**config.mk**
```make
export PLATFORM = sky130hd
export DESIGN_NAME = serializador_der_izq
export DESIGN_NICKNAME = d
export VERILOG_FILES = /design/src/rtl/serializador_der_izq.sv
export SDC_FILE = /design/constraint.sdc
export NUM_CORES = 1
export LEC_CHECK = 0
export BUFFER_PORTS_ARGS = -buffer_cell sky130_fd_sc_hd__buf_2
export CAP_MARGIN = 25
export CORE_MARGIN = 4
export CORE_UTILIZATION = 30
export CTS_BUF_LIST = sky130_fd_sc_hd__clkbuf_4
export CTS_CLUSTER_DIAMETER = 50
export CTS_CLUSTER_SIZE = 40
export DETAILED_ROUTE_END_ITERATION = 10
export HOLD_SLACK_MARGIN = 0.02
export MAX_ROUTING_LAYER = met4
export PLACE_DENSITY = 0.59
export SYNTH_ARGS = -nofsm -noshare
export SYNTH_HDL_FRONTEND = slang
export SYNTH_SLANG_ARGS = --single-unit
```
**constraint.sdc**
```tcl
create_clock -name clk -period 1.6 [get_ports clk]
set_clock_uncertainty 0.2 [all_clocks]
set_input_delay 0.32 -clock clk [delete_from_list [all_inputs] [get_ports clk]]
set_output_delay 0.32 -clock clk [all_outputs]
set_load 0.02 [all_outputs]
```
**src/rtl/serializador_der_izq.sv**
```systemverilog
// Purpose: serialises two WIDTH-bit operands LSB first for the right-to-left
// magnitude comparator chain, tracks the running "A>B so far" state and
// reports the final active-low result with a one-cycle done pulse.
// Ports:
//   clk, rst_n             clock, asynchronous active-low reset
//   start, a_in, b_in      load request (sampled in IDLE) and operands
//   busy                   operation in progress (SHIFT or DONE)
//   a_bit, b_bit           current bit pair (LSB of the shift registers)
//   bit_valid              bit pair is meaningful (SHIFT)
//   first_bit, last_bit    framing flags for bit 0 and bit WIDTH-1
//   x_state                running comparator state, registered
//   z_n                    result, 0 => A>B, 1 => A<=B
//   done                   one-cycle pulse, z_n valid on this cycle
module serializador_der_izq #(
    parameter int unsigned WIDTH = 8
) (
    input  logic             clk,
    input  logic             rst_n,
    input  logic             start,
    input  logic [WIDTH-1:0] a_in,
    input  logic [WIDTH-1:0] b_in,
    output logic             busy,
    output logic             a_bit,
    output logic             b_bit,
    output logic             bit_valid,
    output logic             first_bit,
    output logic             last_bit,
    output logic             x_state,
    output logic             z_n,
    output logic             done
);

    localparam int unsigned CNT_W = $clog2(WIDTH);

    typedef enum logic [1:0] {
        IDLE  = 2'd0,
        SHIFT = 2'd1,
        DONE  = 2'd2
    } state_t;

    state_t           state;
    logic [WIDTH-1:0] a_sh;
    logic [WIDTH-1:0] b_sh;
    logic [CNT_W-1:0] cnt;
    logic             x_next_c;

    // The bit lines are the LSBs of the shift registers; they drain to zero
    // on the final shift, so they read 0 outside SHIFT.
    assign a_bit = a_sh[0];
    assign b_bit = b_sh[0];

    // Comparator cell: the initial cell ignores the incoming state.
    always_comb begin
        x_next_c = 1'b0;
        if (cnt == '0) begin
            x_next_c = a_sh[0] & ~b_sh[0];
        end else begin
            x_next_c = (a_sh[0] & ~b_sh[0]) | (x_state & ~b_sh[0]) | (x_state & a_sh[0]);
        end
    end

    // Control FSM with registered outputs.
    always_ff @(posedge clk or negedge rst_n) begin
        if (!rst_n) begin
            state     <= IDLE;
            a_sh      <= '0;
            b_sh      <= '0;
            cnt       <= '0;
            busy      <= 1'b0;
            bit_valid <= 1'b0;
            first_bit <= 1'b0;
            last_bit  <= 1'b0;
            x_state   <= 1'b0;
            z_n       <= 1'b1;
            done      <= 1'b0;
        end else begin
            case (state)
                IDLE: begin
                    done <= 1'b0;
                    if (start) begin
                        state     <= SHIFT;
                        a_sh      <= a_in;
                        b_sh      <= b_in;
                        cnt       <= '0;
                        busy      <= 1'b1;
                        bit_valid <= 1'b1;
                        first_bit <= 1'b1;
                        last_bit  <= 1'b0;
                        // Fresh operation: x restarts so stale state is not shown on bit 0.
                        x_state   <= 1'b0;
                    end
                end
                SHIFT: begin
                    x_state <= x_next_c;
                    a_sh    <= a_sh >> 1;
                    b_sh    <= b_sh >> 1;
                    if (cnt == CNT_W'(WIDTH - 1)) begin
                        state     <= DONE;
                        cnt       <= '0;
                        bit_valid <= 1'b0;
                        first_bit <= 1'b0;
                        last_bit  <= 1'b0;
                        z_n       <= ~x_next_c;
                        done      <= 1'b1;
                    end else begin
                        cnt       <= cnt + CNT_W'(1);
                        first_bit <= 1'b0;
                        last_bit  <= (cnt == CNT_W'(WIDTH - 2));
                    end
                end
                DONE: begin
                    state <= IDLE;
                    busy  <= 1'b0;
                    done  <= 1'b0;
                end
                default: begin
                    state <= IDLE;
                end
            endcase
        end
    end

endmodule
```
==> flow_summary.yaml <==
status:
  status: "completed"
global_route:
  grt_antenna_before_repair: 0
  use_met1_pct: 14.69
  grt_pass1_wl_mm: 5.016
  first_global_vias: 1136
  grtUsageMet3_pct: 3.283
  groute.usage.overall_pct: 12.06
  met2_usage_pct: 20.47
  grt_max_degree: 29
  busiest_layer: "met2"
  overflow: 0
setup_path:
  worst_ep_required_time_ps: 1080
  crit_fanout: 2
  cp-start-kind: "register"
  critical-path-slowest-cell: "dfstp_2"
  crit_buf_inv: 1
  crit_chain: "buf_6"
  crit_type: "register to primary output"
  r2r-start: "cnt[0]"
  critPathMaxStageDelay_ps: 570
  path_delay_family: "flip-flops"
  critPathLaunch: "z_n"
  worstSetupEndpointType: "primary output"
  arrival_ps: 1010
cells_and_area:
  n_antenna_cell: 0
  nets: 208
  drive_gt1_share_pct: 23.91
  areaGrowthSynthToFinish_pct: 31.43
  fillCellCount: 417
  fin_area_um2: 1695
synthesis:
  synthCells: 139
  syn_area_um2: 1290
  synth_ff_type: "dfrtp_1"
  synth_seq_cells: 28
  syn_nets: 162
  synthArstFlopShare_pct: 100.0
  synth_edf_count: 0
  synth-seq-area-share_pct: 54.41
  synth.distinct_cells: 24
  ys_warn_count: 0
  syn_avg_cell_area_um2: 9.280
clock_network:
  clockBufferDepth: 2
  clock_sink_count: 28
  cts.clk_slew.worst_paths_ps: 160
  cts_tree: "yes"
  cts_root_buffer: "clkbuf_4"
  insertion_delay_ps: 330
  h-tree-depth: 1
  post_cts_buffers: 0
  cts-buffers-inserted: 3
job:
  maxCapViolations: 0
timing:
  rsz0062_at_grt: "false"
  slew_headroom_pct: 71.33
  min_period_over_period_pct: 95.62
  tns_ps: 0
  slew_viol_final: 0
  worst_slack_ps: 70.10
  fin_crit_ps: 1530
  setup_viol: 0
  worstMarginPinSlew_ps: 429.2
  hold_ws_ps: 39.51
  fmax_mhz: 653.6
  hold_viol_final: 0
floorplan:
  num_rows: 23
  start_util_pct: 31.57
  die-area_um2: 5413
  die_w_um: 73.58
  die_height_um: 73.58
  core_um2: 4086
  ios: 28
placed_design:
  place_congestion: 0.7825
  io_buffer_count: 27
  dpl.hpwl_mm: 2.097
  placed_area_um2: 1518
  place_ws_ps: 64.35
power:
  power_mw: 2.781
  leakagePower_nw: 0.7900
  power_density_nw_per_um2: 1640
  irDropWorstVdd_mv: 0.9001
detailed_routing:
  drtPass1Iterations: 4
  wl_mm: 2.997
  vias: 1075
  wl_per_cell_um: 12.81
  drc: 0
  viasPerCell: 4.594
  drtAntennaViolNets: 0
  drtIter0Drc: 62
hold_path:
  min-delay-start: "a_in[6]"
  min_path_type: "input port to register"
cell type report:
| type | count | area (um2) | area share (%) |
|---|---|---|---|
| Timing Repair Buffer | 48 | 359.1 | 21.18 |
| Tap cell | 50 | 62.56 | 3.690 |
| Clock inverter | 1 | 3.754 | 0.2214 |
| Multi-Input combinational cell | 99 | 526.8 | 31.07 |
| Sequential cell | 28 | 701.9 | 41.40 |
| Inverter | 5 | 18.77 | 1.107 |
| Clock buffer | 3 | 22.52 | 1.328 |
cell families after synthesis:
kind of cell / count (synthesis) / share of synthesized area [%]
simple gates: 63 / 20.85
fa+ha+maj: 4 / 3.880
flops: 28 / 54.41
buf+inv: 12 / 5.140
compound gates: 30 / 14.06
mux: 2 / 1.649
through the flow:
step / std cells / util [%]
floorplan: 139 / -
global placement: 216 / 37.14
detailed placement: 216 / 37.14
CTS: 233 / 40.97
global route: 234 / 41.49
finish: 234 / 41.49
power by group:
group          leakage (nW)  switching (mW)  internal [mW]
clock                0.0154           0.217         0.0917
combinational         0.438           0.681          0.557
sequential            0.337           0.210           1.02
total                 0.790            1.11           1.67
synth_stat cells (3+ instances only):
cell type	count	area, um2
nand2_1	34	127.6
dfrtp_1	27	675.7
nor2_1	19	71.32
a31oi_1	15	93.84
o21ai_0	6	30.03
a21oi_1	5	25.02
inv_1	5	18.77
ha_1	4	50.05
buf_4	3	22.52
nand2b_1	3	18.77
nor2b_1	3	18.77
registers in the layout, indices dropped and copies added, names as in the netlist, 2 cells and up:
register	flops
state	2
b_sh	8
cnt	3
a_sh	8
cell usage in the layout (no fill, tap or decap), types with 2 or more instances in the layout:
| cell type | Yosys | layout |
|---|---|---|
| nand2_1 | 34 | 34 |
| dfrtp_1 | 27 | 27 |
| ha_2 | 0 | 2 |
| dlygate4sd3_1 | 0 | 14 |
| nand2b_1 | 3 | 3 |
| ha_1 | 4 | 2 |
| a21oi_1 | 5 | 5 |
| nor2_1 | 19 | 19 |
| a31oi_1 | 15 | 15 |
| buf_2 | 2 | 26 |
| o21ai_0 | 6 | 6 |
| clkbuf_4 | 0 | 3 |
| a22o_1 | 2 | 2 |
| buf_4 | 3 | 5 |
| inv_1 | 5 | 4 |
| buf_12 | 0 | 2 |
| nor2b_1 | 3 | 3 |
routing by layer:
layer  share of wire, %  up-vias
met5                  0        -
met4                  0        0
met3                3.9        0
met2                 48       18
met1                 48      510
li1                   -      547
timing repair:
action,in CTS,in global routing
hold buffers,13,1
setup endpoints to repair,0,2
resized for setup,0,5
endpoints found under the hold margin,39,1
path summary, 6_finish.rpt:
kind,depth (start not counted),slack (ps),endpoint
worst max-delay path,1,70,z_n
max in group asynchronous,3,520,z_n
worst min-delay path,3,40,a_sh[6]
min in group asynchronous,2,190,b_sh[4]
worst max register to register,5,80,z_n
worst min register to register,2,300,last_bit
No activity file was read; power rests on OpenSTA's default activity.
